`config.mk`:
```
export PLATFORM = sky130hd
export DESIGN_NAME = jesd204b_dl_tx_ctrl
export DESIGN_NICKNAME = d
export VERILOG_FILES = /design/src/rtl/jesd204b_dl_pkg.sv /design/src/rtl/jesd204b_dl_char_replace.sv /design/src/rtl/jesd204b_dl_tx_ctrl.sv
export SDC_FILE = /design/constraint.sdc
export NUM_CORES = 1
export LEC_CHECK = 0
export ABC_AREA = 1
export BUFFER_PORTS_ARGS = -buffer_cell sky130_fd_sc_hd__buf_2
export CAP_MARGIN = 25
export CELL_PAD_IN_SITES_DETAIL_PLACEMENT = 0
export CELL_PAD_IN_SITES_GLOBAL_PLACEMENT = 1
export CORE_UTILIZATION = 33
export CTS_CLUSTER_DIAMETER = 50
export DETAILED_ROUTE_END_ITERATION = 8
export PLACE_DENSITY_LB_ADDON = 0.1
export SETUP_SLACK_MARGIN = 0.3
export SYNTH_ARGS = -nofsm -noshare
export SYNTH_HDL_FRONTEND = slang
export SYNTH_SLANG_ARGS = --single-unit
```
`constraint.sdc`:
```
create_clock -name clk -period 3.46 [get_ports clk]
set_clock_uncertainty 0.1 [all_clocks]
set_input_delay 0.865 -clock clk [delete_from_list [all_inputs] [get_ports clk]]
set_output_delay 0.865 -clock clk [all_outputs]
set_load 0.05 [all_outputs]
```
`src/rtl/jesd204b_dl_pkg.sv`:
```
// Shared constants and types for the JESD204B transmit data-link controller.
package jesd204b_dl_pkg;

  localparam int unsigned OCT_W           = 8;
  localparam int unsigned OCTETS_PER_WORD = 4;
  localparam int unsigned WORD_W          = OCT_W * OCTETS_PER_WORD;

  // ILAS configuration octets occupy n = 2..15 of the second multiframe
  localparam int unsigned CFG_FIRST_OCTET = 2;
  localparam int unsigned CFG_NUM_OCTETS  = 14;
  localparam int unsigned CFG_W           = OCT_W * CFG_NUM_OCTETS;

  // Control characters
  localparam logic [OCT_W-1:0] K28_0 = 8'h1C;
  localparam logic [OCT_W-1:0] K28_3 = 8'h7C;
  localparam logic [OCT_W-1:0] K28_4 = 8'h9C;
  localparam logic [OCT_W-1:0] K28_5 = 8'hBC;
  localparam logic [OCT_W-1:0] K28_7 = 8'hFC;

  typedef enum logic [1:0] {
    CGS  = 2'd0,
    ILAS = 2'd1,
    DATA = 2'd2
  } dl_state_e;

endpackage

```
`src/rtl/jesd204b_dl_char_replace.sv`:
```
// Per-word end-of-frame / end-of-multiframe character replacement (non-scrambled).
module jesd204b_dl_char_replace
  import jesd204b_dl_pkg::*;
(
  input  logic [WORD_W-1:0]          tx_data,
  input  logic [OCTETS_PER_WORD-1:0] eof,
  input  logic [OCTETS_PER_WORD-1:0] eom,
  input  logic [OCT_W-1:0]           prev_oct,
  input  logic                       prev_valid,
  output logic [WORD_W-1:0]          data_c,
  output logic [OCTETS_PER_WORD-1:0] charisk_c,
  output logic [OCT_W-1:0]           prev_oct_c,
  output logic                       prev_valid_c
);

  logic [WORD_W-1:0]          data_s;
  logic [OCTETS_PER_WORD-1:0] eof_s;
  logic [OCTETS_PER_WORD-1:0] eom_s;
  logic [OCT_W-1:0]           oct;
  logic [OCT_W-1:0]           rep;
  logic                       isk;

  // Walk octets low to high so a frame end earlier in the word feeds later compares
  always_comb begin
    data_s       = tx_data;
    eof_s        = eof;
    eom_s        = eom;
    data_c       = '0;
    charisk_c    = '0;
    prev_oct_c   = prev_oct;
    prev_valid_c = prev_valid;
    oct          = '0;
    rep          = '0;
    isk          = 1'b0;
    for (int unsigned i = 0; i < OCTETS_PER_WORD; i++) begin
      oct = data_s[OCT_W-1:0];
      rep = oct;
      isk = 1'b0;
      if (eof_s[0]) begin
        if (prev_valid_c && (oct == prev_oct_c)) begin
          rep = eom_s[0] ? K28_3 : K28_7;
          isk = 1'b1;
        end
        prev_oct_c   = oct;
        prev_valid_c = 1'b1;
      end
      data_c    = {rep, data_c[WORD_W-1:OCT_W]};
      charisk_c = {isk, charisk_c[OCTETS_PER_WORD-1:1]};
      data_s    = data_s >> OCT_W;
      eof_s     = eof_s >> 1;
      eom_s     = eom_s >> 1;
    end
  end

endmodule

```
`src/rtl/jesd204b_dl_tx_ctrl.sv`:
```
// JESD204B TX data-link controller for one lane: CGS -> ILAS -> DATA sequencing.
module jesd204b_dl_tx_ctrl
  import jesd204b_dl_pkg::*;
#(
  parameter int unsigned OCTET_PER_SENT = 4,
  parameter int unsigned OCTETS_PER_FR  = 2,
  parameter int unsigned FRAMES_PER_MF  = 16,
  parameter int unsigned ILAS_MF        = 4,
  parameter int unsigned SYNC_LOW_CYC   = 4
) (
  input  logic                       clk,
  input  logic                       reset,
  input  logic                       sync_n,
  input  logic                       lmfc,
  input  logic [WORD_W-1:0]          tx_data,
  input  logic [OCTETS_PER_WORD-1:0] eof,
  input  logic [OCTETS_PER_WORD-1:0] eom,
  input  logic [CFG_W-1:0]           cfg_octets,
  output logic [WORD_W-1:0]          tx_out,
  output logic [OCTETS_PER_WORD-1:0] tx_charisk,
  output logic                       tx_ready,
  output logic                       link_up,
  output logic                       sync_err
);

  localparam int unsigned OCT_PER_MF   = OCTETS_PER_FR * FRAMES_PER_MF;
  localparam int unsigned WORDS_PER_MF = OCT_PER_MF / OCTET_PER_SENT;
  localparam int unsigned WCNT_W       = (WORDS_PER_MF > 1) ? $clog2(WORDS_PER_MF) : 1;
  localparam int unsigned MFCNT_W      = (ILAS_MF > 1) ? $clog2(ILAS_MF) : 1;
  localparam int unsigned LOWCNT_W     = $clog2(SYNC_LOW_CYC + 1);

  dl_state_e                  state_q, state_d;
  logic [WCNT_W-1:0]          wcnt_q, wcnt_d;
  logic [MFCNT_W-1:0]         mfcnt_q, mfcnt_d;
  logic [LOWCNT_W-1:0]        lowcnt_q, lowcnt_d;
  logic [OCT_W-1:0]           prev_q, prev_d;
  logic                       pvalid_q, pvalid_d;
  logic [WORD_W-1:0]          tx_out_q, tx_out_d;
  logic [OCTETS_PER_WORD-1:0] charisk_q, charisk_d;
  logic                       ready_q, ready_d;
  logic                       link_q, link_d;
  logic                       err_q, err_d;

  logic [WORD_W-1:0]          rep_data;
  logic [OCTETS_PER_WORD-1:0] rep_k;
  logic [OCT_W-1:0]           rep_prev;
  logic                       rep_valid;

  logic [WORD_W-1:0]          ilas_word;
  logic [OCTETS_PER_WORD-1:0] ilas_k;
  logic [OCT_W-1:0]           ilas_oct;
  logic                       ilas_isk;
  int unsigned                octn;

  logic                       last_word;
  logic                       last_mf;
  logic                       resync;
  logic                       short_low;

  jesd204b_dl_char_replace u_char_replace (
    .tx_data      (tx_data),
    .eof          (eof),
    .eom          (eom),
    .prev_oct     (prev_q),
    .prev_valid   (pvalid_q),
    .data_c       (rep_data),
    .charisk_c    (rep_k),
    .prev_oct_c   (rep_prev),
    .prev_valid_c (rep_valid)
  );

  // ILAS word for the current position within the multiframe
  always_comb begin
    ilas_word = '0;
    ilas_k    = '0;
    ilas_oct  = '0;
    ilas_isk  = 1'b0;
    octn      = OCTET_PER_SENT * 32'(wcnt_q);
    for (int unsigned i = 0; i < OCTETS_PER_WORD; i++) begin
      ilas_oct = 8'(octn);
      ilas_isk = 1'b0;
      if (octn == 32'd0) begin
        ilas_oct = K28_0;
        ilas_isk = 1'b1;
      end else if (octn == OCT_PER_MF - 1) begin
        ilas_oct = K28_3;
        ilas_isk = 1'b1;
      end else if (mfcnt_q == MFCNT_W'(1)) begin
        if (octn == 32'd1) begin
          ilas_oct = K28_4;
          ilas_isk = 1'b1;
        end else if ((octn >= CFG_FIRST_OCTET) && (octn < CFG_FIRST_OCTET + CFG_NUM_OCTETS)) begin
          ilas_oct = 8'(cfg_octets >> (OCT_W * (octn - CFG_FIRST_OCTET)));
        end
      end
      ilas_word = {ilas_oct, ilas_word[WORD_W-1:OCT_W]};
      ilas_k    = {ilas_isk, ilas_k[OCTETS_PER_WORD-1:1]};
      octn      = octn + 32'd1;
    end
  end

  assign last_word = (wcnt_q == WCNT_W'(WORDS_PER_MF - 1));
  assign last_mf   = (mfcnt_q == MFCNT_W'(ILAS_MF - 1));
  assign resync    = !sync_n && ((32'(lowcnt_q) + 32'd1) >= SYNC_LOW_CYC);
  assign short_low = sync_n && (lowcnt_q != '0);

  // Next-state and registered-output computation
  always_comb begin
    state_d   = state_q;
    wcnt_d    = '0;
    mfcnt_d   = '0;
    lowcnt_d  = lowcnt_q;
    prev_d    = prev_q;
    pvalid_d  = 1'b0;
    tx_out_d  = {OCTETS_PER_WORD{K28_5}};
    charisk_d = '1;
    err_d     = 1'b0;

    if (sync_n) begin
      lowcnt_d = '0;
    end else if (lowcnt_q < LOWCNT_W'(SYNC_LOW_CYC)) begin
      lowcnt_d = lowcnt_q + LOWCNT_W'(1);
    end

    unique case (state_q)
      CGS: begin
        if (sync_n && lmfc) state_d = ILAS;
      end
      ILAS: begin
        tx_out_d  = ilas_word;
        charisk_d = ilas_k;
        wcnt_d    = last_word ? '0 : wcnt_q + WCNT_W'(1);
        mfcnt_d   = last_word ? mfcnt_q + MFCNT_W'(1) : mfcnt_q;
        err_d     = short_low;
        if (last_word && last_mf) state_d = DATA;
        if (resync) state_d = CGS;
      end
      DATA: begin
        tx_out_d  = rep_data;
        charisk_d = rep_k;
        prev_d    = rep_prev;
        pvalid_d  = rep_valid;
        err_d     = short_low;
        if (resync) state_d = CGS;
      end
      default: state_d = CGS;
    endcase

    // Counters only run inside ILAS; prev-valid only survives within DATA
    if (state_d != ILAS) begin
      wcnt_d  = '0;
      mfcnt_d = '0;
    end
    if ((state_q != DATA) || (state_d != DATA)) pvalid_d = 1'b0;

    ready_d = (state_d == DATA);
    link_d  = (state_d == DATA);
  end

  // State, counter and output registers
  always_ff @(posedge clk or negedge reset) begin
    if (!reset) begin
      state_q   <= CGS;
      wcnt_q    <= '0;
      mfcnt_q   <= '0;
      lowcnt_q  <= '0;
      prev_q    <= '0;
      pvalid_q  <= 1'b0;
      tx_out_q  <= {OCTETS_PER_WORD{K28_5}};
      charisk_q <= '1;
      ready_q   <= 1'b0;
      link_q    <= 1'b0;
      err_q     <= 1'b0;
    end else begin
      state_q   <= state_d;
      wcnt_q    <= wcnt_d;
      mfcnt_q   <= mfcnt_d;
      lowcnt_q  <= lowcnt_d;
      prev_q    <= prev_d;
      pvalid_q  <= pvalid_d;
      tx_out_q  <= tx_out_d;
      charisk_q <= charisk_d;
      ready_q   <= ready_d;
      link_q    <= link_d;
      err_q     <= err_d;
    end
  end

  assign tx_out     = tx_out_q;
  assign tx_charisk = charisk_q;
  assign tx_ready   = ready_q;
  assign link_up    = link_q;
  assign sync_err   = err_q;

endmodule

```
==> metrics.md <==
| Metric | Value |
|---|---|
| Routability cong. | 0.913 |
| Tightest Pin Transition | between 800 and 900 ps |
| Ant diodes | 0 |
| Width of the die | 122 um |
| Global-route wire length before repair | 29.8 mm |
| Tmin final | 2570 ps |
| Clk slew on worst S/H paths | 60 ps |
| CP Launch Type | register |
| Crit Path Category | register to register |
| Initial antenna violation count | 0 |
| RSZ-0062 raised after global routing | no |
| Pwr dens | between 600 and 700 nW/um^2 |
| First-pass DRT Iterations | 5 |
| Largest net degree at the start of global routing | 68 |
| Number of global-route vias before repair | 5398 |
| PostCTS Resize Cnt | 0 |
| TritonCTS Sinks | 57 |
| Required @ worst endpoint | 3570 ps |
| Synth Area in Adders | 0.0421 |
| Post-synthesis compound-gate area fraction | 0.210 |
| Period utilization | 0.743 |
| #FFs+latches synth | 57 |
| Post-Synth Simple-Gate Area | 0.335 |
| Die area | 14900 um^2 |
| Num CTS Buffers | 9 |
| Filler Cell Count | 1548 |
| Initial Util | 0.340 |
| DP Wirelength | 16.3 mm |
| Max Slew Vio Count | 0 |
| Async set or reset register ratio after synthesis | 1.00 |
| TritonCTS clock tree | built |
| Setup bufs post-CTS | 0 |
| Critical Path AT | 2680 ps |
| Routed Antenna Nets | 0 |
| DRC viols | 0 |
| Flop-to-flop setup slack | 890 ps |
| Hold Buf Count CTS | 0 |
| Boundary Pins | around 200 |
| H-tree depth | 3 |
| Max-cap violations | 0 |
| Fin nets | between 1000 and 1500 |
| Core area | about 14000 um^2 |
| Post-Syn Area | 4760 um^2 |
| Post-synthesis sequential area ratio | 0.306 |
| Final Setup Violations | 0 |
| Synth top area share | 0.174 |
| EDFF count, synth | 0 |
| Vias | 5651 |
| Syn Area/Cell | around 6.6 um^2 |
| Fmax | approximately 390 MHz |
| Layout cell share with drive strength beyond 1 | 0.302 |
| Cell Rows | 43 |
| Clock tree buffer depth | 2 |
| Routed len/inst | 18.4 um |
| Synth unique cells | 43 |
| GRT Total Usage | 0.271 |
| Grt total ovfl | 0 |
| Status | finished, final reports clean |
| Die height | 122 um |
| Post-layout util | 0.440 |
| Total Power | 4.09 mW |
| Main area contributors after synthesis | dfrtp_1 (17%), dfstp_2 (13%), nand2_1 (13%) |
| Crit end category | register |
| Ys flop type | dfrtp_1 |
| Cells after Synth | 724 |
| Fin. Hold Viols | 0 |
| Area leader, netlist | dfrtp_1 |
| Yosys warning total | 0 |
| Setup TNS | 0 ps |
| Area Overhead vs Synth | 29.4% |
| DR iter-0 viols | 396 |
| Xor/xnor share of the synthesized area | 0.0166 |
| Worst VDD drop | 0.284 mV |
| Clk_lat worst skew | 330 ps |
| Maximum fanout along the worst path | 67 |
| Worst slack at placement | about 830 ps |
| Synth Net Count | between 800 and 900 |
| Drt total wl | 20.0 mm |
| Worst rel slew slack | 0.421 |
| Root Buffer | clkbuf_16 |
| Port Buffers | 194 |
| Final setup margin | between 800 and 900 ps |
| Pleak | about 3.1 nW |
| Class of the worst hold path | input port to async pin |
| Largest family of logic cells by synthesized area | simple AND/OR/NAND/NOR gates |
| Mux share of post-synthesis cell area | 0 |
| Vias per inst | approximately 5.2 |
## final timing paths
| check | start | endpoint | depth (start not counted) |
|---|---|---|---|
| setup / recovery | wcnt_q[0] | mfcnt_q[1] | 9 |
| setup reg to reg | wcnt_q[0] | mfcnt_q[1] | 9 |
| min in group clk | mfcnt_q[1] | mfcnt_q[1] | 2 |
| hold reg to reg | mfcnt_q[1] | mfcnt_q[1] | 2 |
| max in group asynchronous | reset | tx_out[13] | 2 |
| hold / removal | reset | lowcnt_q[1] | 1 |
## worst max-delay path: stages (launching register included)
cell and delay (ps):
dfrtp_2 360, buf_4 490, ha_1 250, ha_1 220, nand2_1 110, o22ai_1 190
a21oi_1 120, or2_2 320, nand2_1 170, o21ai_0 110
## cell families after synthesis
| kind of cell | count (synthesis) |
|---|---|
| AO/OA/AOI/OAI | 175 |
| flip-flops | 57 |
| adder cells (fa/ha/maj) | 16 |
| buffers and inverters | 108 |
| XOR/XNOR | 9 |
| AND/OR/NAND/NOR | 359 |
## placed cells by master, fill, tap and decap left out, types with 8 or more instances in the layout
cell type / netlist / layout
clkbuf_16: 0 / 9
buf_2: 8 / 194
inv_1: 66 / 66
o22ai_1: 13 / 13
nand2_1: 164 / 164
xor2_1: 8 / 8
ha_1: 16 / 16
o211ai_1: 15 / 15
dfstp_2: 24 / 24
a21oi_1: 47 / 47
dfrtp_1: 33 / 32
o21ai_0: 68 / 68
nor2_1: 83 / 83
or2_2: 8 / 8
nand3_1: 67 / 67
## power by group
group          leakage [nW]  switching, mW  total, mW  internal (mW)
Sequential            0.661         0.0789       1.02          0.944
Combinational          2.31           1.60       2.15          0.553
Clock                 0.149          0.337      0.915          0.578
Total                  3.12           2.01       4.09           2.07
## final cells by class
class | instances | area, um^2 | area share
inverters | 73 | 274 | 0.0445
multi-input cells | 559 | 2870 | 0.467
well taps | 180 | 225 | 0.0366
repair buffers | 201 | 1020 | 0.166
clock inverters | 6 | 65.1 | 0.0106
flip-flops and latches | 57 | 1460 | 0.237
clock buffers | 10 | 239 | 0.0388
## cell usage after synthesis, drive strengths merged (5+ instances only)
| cell | instances |
|---|---|
| o2111ai | 5 |
| nand2 | 167 |
| ha | 16 |
| buf | 16 |
| xor2 | 8 |
| o22ai | 13 |
| dfrtp | 33 |
| or2 | 9 |
| o21ai | 75 |
| clkbuf | 19 |
| nor2 | 86 |
| o211ai | 15 |
| a21oi | 48 |
| inv | 71 |
| nand4 | 5 |
| nor3 | 9 |
| a22oi | 5 |
| nand3 | 74 |
| dfstp | 24 |
## sequential cells by signal, summed over array words and instances, names as in the netlist
register,cells
link_up,1
lowcnt_q,3
mfcnt_q,2
prev_q,8
pvalid_q,1
state_q,2
sync_err,1
tx_charisk,4
tx_out,32
wcnt_q,3
## metal layers
metal,up-vias,part of all wire,routed length (um),track usage
met1,2574,0.44,8840,0.358
met4,0,0.023,467,0.0785
li1,2786,-,-,-
met2,265,0.47,9280,0.451
met5,-,0,0,0
met3,26,0.069,1370,0.0478
## stage by stage
stage / hold WS, ps / std cells / area [um^2]
after floorplan: 395 / 724 / 4760
after global placement: 443 / 1070 / 5850
final: 352 / 1086 / 6160
after global routing: 372 / 1086 / 6160
after CTS: 354 / 1086 / 6160
after detailed placement: 454 / 1070 / 5850
Note: power is estimated with default switching activity, not from simulation.
